--- config.mk ---
export PLATFORM = sky130hd
export DESIGN_NAME = prog_run_ctrl_flat
export DESIGN_NICKNAME = d
export VERILOG_FILES = /design/src/rtl/prog_run_ctrl_pkg.sv /design/src/rtl/prog_run_ctrl_if.sv /design/src/rtl/prog_run_ctrl_sat_counter.sv /design/src/rtl/prog_run_ctrl.sv /design/src/flat_wrapper.sv
export SDC_FILE = /design/constraint.sdc
export NUM_CORES = 1
export LEC_CHECK = 0
export ABC_AREA = 1
export CORE_UTILIZATION = 40
export DETAILED_ROUTE_END_ITERATION = 7
export DONT_BUFFER_PORTS = 1
export SYNTH_ARGS = -nofsm -noshare
export SYNTH_HDL_FRONTEND = slang
export SYNTH_SLANG_ARGS = --single-unit
--- constraint.sdc ---
create_clock -name clk -period 1.9 [get_ports clk]
set_input_delay 0.095 -clock clk [delete_from_list [all_inputs] [get_ports clk]]
set_output_delay 0.095 -clock clk [all_outputs]
set_load 0.01 [all_outputs]
--- src/rtl/prog_run_ctrl_pkg.sv ---
// Shared run-sequencer types and default widths for the controller and its bench.
package prog_run_pkg;

   typedef enum logic [2:0] {IDLE, INIT, RUN, DONE, TOUT} run_state_t;

   localparam int CW_DEF       = 16;
   localparam int INIT_CYC_DEF = 2;

endpackage

--- src/rtl/prog_run_ctrl_if.sv ---
// Bench <-> run sequencer handshake plus the core control lines it drives.
interface prog_run_ctrl_if #(
   parameter int CW = 16
) ();

   logic          req;
   logic          abort;
   logic          core_done;
   logic          core_rst;
   logic          core_en;
   logic          busy;
   logic          done;
   logic          timeout;
   logic [CW-1:0] cycle_cnt;

   modport master (
      output req, abort, core_done,
      input  core_rst, core_en, busy, done, timeout, cycle_cnt
   );

   modport slave (
      input  req, abort, core_done,
      output core_rst, core_en, busy, done, timeout, cycle_cnt
   );

endinterface

--- src/rtl/prog_run_ctrl_sat_counter.sv ---
// Saturating up-counter: clr wins over en, holds at all-ones; q updates one edge after en.
module sat_counter #(
   parameter int W = 16
) (
   input  logic         clk,
   input  logic         reset,
   input  logic         clr,
   input  logic         en,
   output logic [W-1:0] q,
   output logic         at_max
);

   assign at_max = &q;

   always_ff @(posedge clk or negedge reset) begin
      if (!reset) begin
         q <= '0;
      end else if (clr) begin
         q <= '0;
      end else if (en && !at_max) begin
         q <= q + W'(1);
      end
   end

endmodule

--- src/rtl/prog_run_ctrl.sv ---
// Run sequencer: req -> INIT (core held in reset) -> RUN (core enabled, cycles counted) -> DONE/TOUT.
// core_en rises INIT_CYC+1 edges after req; done follows core_done by one edge; no backpressure, outputs decode state only.
module prog_run_ctrl
   import prog_run_pkg::*;
#(
   parameter int            CW       = CW_DEF,
   parameter int            INIT_CYC = INIT_CYC_DEF,
   parameter logic [CW-1:0] MAX_CYC  = {CW{1'b1}}
) (
   input  logic           clk,
   input  logic           reset,
   prog_run_ctrl_if.slave bus
);

   localparam int            IW      = (INIT_CYC > 1) ? $clog2(INIT_CYC) : 1;
   localparam logic [IW-1:0] INIT_LAST = IW'(INIT_CYC - 1);
   localparam logic [CW-1:0] TOUT_AT   = MAX_CYC - CW'(1);

   run_state_t    state;
   run_state_t    state_nxt;
   logic [IW-1:0] init_cnt;
   logic [CW-1:0] cyc_q;
   logic          cyc_at_max;
   logic          cyc_clr;

   always_comb begin
      state_nxt = state;
      if (bus.abort) begin
         state_nxt = IDLE;
      end else begin
         case (state)
            IDLE: if (bus.req) state_nxt = INIT;
            INIT: begin
               if (!bus.req)                   state_nxt = IDLE;
               else if (init_cnt == INIT_LAST) state_nxt = RUN;
            end
            // core_done is checked first so a finish on the last budgeted cycle is not a timeout
            RUN: begin
               if (bus.core_done)                           state_nxt = DONE;
               else if (cyc_q == TOUT_AT || cyc_at_max)     state_nxt = TOUT;
            end
            DONE, TOUT: if (!bus.req) state_nxt = IDLE;
            default: state_nxt = IDLE;
         endcase
      end
   end

   always_ff @(posedge clk or negedge reset) begin
      if (!reset) begin
         state    <= IDLE;
         init_cnt <= '0;
      end else begin
         state <= state_nxt;
         if (state == INIT) init_cnt <= init_cnt + IW'(1);
         else               init_cnt <= '0;
      end
   end

   assign cyc_clr = (state == IDLE) && (state_nxt == INIT);

   sat_counter #(.W(CW)) u_cyc_cnt (
      .clk    (clk),
      .reset  (reset),
      .clr    (cyc_clr),
      .en     (state == RUN),
      .q      (cyc_q),
      .at_max (cyc_at_max)
   );

   assign bus.core_rst  = (state == IDLE) || (state == INIT);
   assign bus.core_en   = (state == RUN);
   assign bus.busy      = (state == INIT) || (state == RUN);
   assign bus.done      = (state == DONE) || (state == TOUT);
   assign bus.timeout   = (state == TOUT);
   assign bus.cycle_cnt = cyc_q;

endmodule

--- src/flat_wrapper.sv ---
// flat-port wrapper written by rule: the top's interface ports become plain ports
module prog_run_ctrl_flat import prog_run_pkg::*;
#(
   parameter int            CW       = CW_DEF,
   parameter int            INIT_CYC = INIT_CYC_DEF,
   parameter logic [CW-1:0] MAX_CYC  = {CW{1'b1}}
)
  (clk, reset, bus_req, bus_abort, bus_core_done, bus_core_rst, bus_core_en, bus_busy, bus_done, bus_timeout, bus_cycle_cnt);
  prog_run_ctrl_if #(.CW(CW)) bus_i ();
  input  logic clk;
  input  logic reset;
  input wire logic [$bits(bus_i.req)-1:0] bus_req;
  input wire logic [$bits(bus_i.abort)-1:0] bus_abort;
  input wire logic [$bits(bus_i.core_done)-1:0] bus_core_done;
  output wire logic [$bits(bus_i.core_rst)-1:0] bus_core_rst;
  output wire logic [$bits(bus_i.core_en)-1:0] bus_core_en;
  output wire logic [$bits(bus_i.busy)-1:0] bus_busy;
  output wire logic [$bits(bus_i.done)-1:0] bus_done;
  output wire logic [$bits(bus_i.timeout)-1:0] bus_timeout;
  output wire logic [$bits(bus_i.cycle_cnt)-1:0] bus_cycle_cnt;
  assign bus_i.req = bus_req;
  assign bus_i.abort = bus_abort;
  assign bus_i.core_done = bus_core_done;
  assign bus_core_rst = bus_i.core_rst;
  assign bus_core_en = bus_i.core_en;
  assign bus_busy = bus_i.busy;
  assign bus_done = bus_i.done;
  assign bus_timeout = bus_i.timeout;
  assign bus_cycle_cnt = bus_i.cycle_cnt;
  prog_run_ctrl #(.CW(CW), .INIT_CYC(INIT_CYC), .MAX_CYC(MAX_CYC)) u_core (.clk(clk), .reset(reset), .bus(bus_i));
endmodule
==> results.ini <==
[routing]
postRouteAntennaNets = 0
vias_per_cell = 4.89
wire_per_inst_um = 12.1
drt_iter0_drc = 69
vias = 1287
wl_um = 3180
drcViolationCount = 0
dr.pass1.iters = 4

[sta]
post-route-worst-setup-slack_ps = 161
period_needed_ps = 1740
whs_ps = 136
max_freq_mhz = 575
drv_slew = 0
setup_viol = 0
tightestPinTransition_ps = 916
maxSlewHeadroom_pct = 38.7
grt_setup_unrepaired = no
final_hold_viol_count = 0
fin_setup_tns_ps = 0
final.setup_skew_ps = 8.38
fin_crit_sh_pct = 91.5

[floorplan]
die_w_um = 60.7
dieArea_mm2 = 0.00369
start_util_pct = 43.7
fp.coreArea_mm2 = 0.00315
ioPinCount = 26
std_cell_rows = 20
die_height_um = 60.7

[worst_setup_path]
path_class = flop to flop
cp.arrival_ps = 1940
worstRegToRegCells = 10
endpoint_kind = flop
crit_path_start_kind = flop
required_ps = 2100
worst_r2r_endpoint = u_core.u_cyc_cnt.q[0]$_DFFE_PN0P_
r2r_slack_ps = 160
r2r-start = u_core.u_cyc_cnt.q[0]$_DFFE_PN0P_
crit_fanout = 10

[placement]
place_congestion = 0.941
post_dp_cell_area_mm2 = 0.00145
placed_cells = 255
port_buffers = 0
dp_hpwl_um = 2440
dpl_worst_slack_ps = 265

[pwr]
clkPwrFrac_pct = 31.2
ir_worst_vdd_mv = 0.234
power_frac_seq_pct = 54.7
power_density_mw_per_mm2 = 533
p_leak_nw = 0.750
intPower_uw = 590
p_sw_uw = 227
combPwrFrac_pct = 14.1
switching_share_pct = 27.8

[worst_hold_path]
holdPathEnd = u_core.state[1]$_DFF_PN0_
min-delay-start = bus_req
holdPathStages = 4
hold_class = input port to flop

[yosys]
syn-cell-area_mm2 = 0.00138
seq_area_frac_synth_pct = 36.3
yosysWarnings = 0
synth_top_area_cell = dfrtp_1
synth_nets = 215
synth_top_area_share_pct = 36.3
synth.distinct_cells = 22
avgSynthCellArea_um2 = 6.63
syn_inst = 208
yosys-top-cells-area = dfrtp_1 (36%), nand2_1 (15%), nor2_1 (11%)
synth_seq_cells = 20

[clock_tree]
cts_buffers = 3
clock-sinks = 20
cts_tree = yes
clock_latency_ps = 310
htreeDepth = 1
ctsLongestPathBuffers = 2
path_clk_slew_ps = 110
cts.root.buffer_cell = clkbuf_4

[layout]
fin_area_mm2 = 0.00153
fin_nets = 227
drive_gt1_share_pct = 14.2
final_common_cell = nand2_1
antenna_cells = 0
syn_to_final_growth_pct = 11.2
final_cell_mix = nand2_1 (56), nor2_1 (41), inv_1 (28), nand3_1 (23), dfrtp_1 (16)
fin_cells = 263

[global_route]
antenna_found_initial = 0
grt_pass1_wl_um = 5440
gr-total-overflow = 0
grt_use_total_pct = 20.2
grt_util_met1_pct = 29.3
grt_max_degree = 21
top_usage_layer = met2
grt_pass1_vias = 1153
met3_usage_pct = 4.69
grtUsageMet2_pct = 29.4

[run_status]
status = complete, no violations

[run]
drv_cap = 0

## worst max path at each step
stage                                           start                            endpoint  slack, ps  cells past startpoint
global route        u_core.u_cyc_cnt.q[0]$_DFFE_PN0P_  u_core.u_cyc_cnt.q[12]$_DFFE_PN0P_         20                     11
CTS                 u_core.u_cyc_cnt.q[0]$_DFFE_PN0P_           u_core.state[2]$_DFF_PN0_         50                      8
finish              u_core.u_cyc_cnt.q[0]$_DFFE_PN0P_   u_core.u_cyc_cnt.q[0]$_DFFE_PN0P_        160                     10
detailed placement  u_core.u_cyc_cnt.q[0]$_DFFE_PN0P_   u_core.u_cyc_cnt.q[0]$_DFFE_PN0P_        270                      9
global placement    u_core.u_cyc_cnt.q[0]$_DFFE_PN0P_  u_core.u_cyc_cnt.q[12]$_DFFE_PN0P_        290                     10
floorplan           u_core.u_cyc_cnt.q[0]$_DFFE_PN0P_  u_core.u_cyc_cnt.q[12]$_DFFE_PN0P_        350                     10
## final cells by class
cell class                      instances  area (µm²)
Clock buffer                            4        36.3
Fill cell                             327        1620
Inverter                               31         116
Multi-Input combinational cell        155         738
Sequential cell                        20         505
Tap cell                               44        55.1
Timing Repair Buffer                    9        81.3
## sequential cells by signal, summed over array words and instances (netlist names)
signal / cells
u_core.state: 3
u_core.u_cyc_cnt.q: 16
u_core.init_cnt: 1
## power groups by stage
stage	combinational [mW]	sequential (mW)	clock, mW
final	0.115	0.447	0.255
after global routing	0.131	0.448	0.282
after CTS	0.107	0.446	0.268
after detailed placement	0.0943	0.454	0
after global placement	0.0923	0.454	0
after floorplan	0.0718	0.456	0
## per-stage QoR
stage / utilization [%] / total power [mW]
2_1_floorplan: - / 0.528
3_3_place_gp: 45.8 / 0.546
3_5_place_dp: 45.8 / 0.549
4_1_cts: 47.9 / 0.822
5_1_grt: 48.6 / 0.861
6_report: 48.6 / 0.816
## kinds of logic after synthesis
kind of cell | after synthesis | share of synthesized area [%]
AO/OA/AOI/OAI | 8 | 3.09
AND/OR/NAND/NOR | 140 | 45.3
buffers and inverters | 33 | 10.3
adder cells (fa/ha/maj) | 2 | 1.81
XOR/XNOR | 5 | 3.18
flip-flops | 20 | 36.3
## critical path, cell delays in order (launching register included)
cell	delay, ps
dfrtp_1	400
buf_4	130
ha_2	210
inv_1	60
nor2_2	130
nand2_1	100
inv_1	120
nand2_2	90
nand2_4	130
xor2_1	210
nor2_1	50
## metal layers
metal  part of all wire [%]  vias to the layer above
met4                    1.4                        0
met5                      0                        -
met1                     49                      576
li1                       -                      667
met2                     42                       39
met3                    6.9                        5
## synth_stat cells, drive strengths merged
master,n
o21ai,3
buf,2
nand4,3
xor2,3
o21bai,1
nand3b,1
nand3,25
xnor2,2
nor2,46
ha,2
nand2,61
nor3,4
inv,31
dfrtp,20
a21oi,4
## repair_timing
| action | in CTS | in global routing |
|---|---|---|
| resized for setup | 0 | 8 |
| endpoints found under the hold margin | 23 | 0 |
| endpoints found under the setup margin | 0 | 1 |
| setup buffers | 0 | 1 |
| hold buffers | 3 | 0 |
Power figures use the tool's default switching activity.
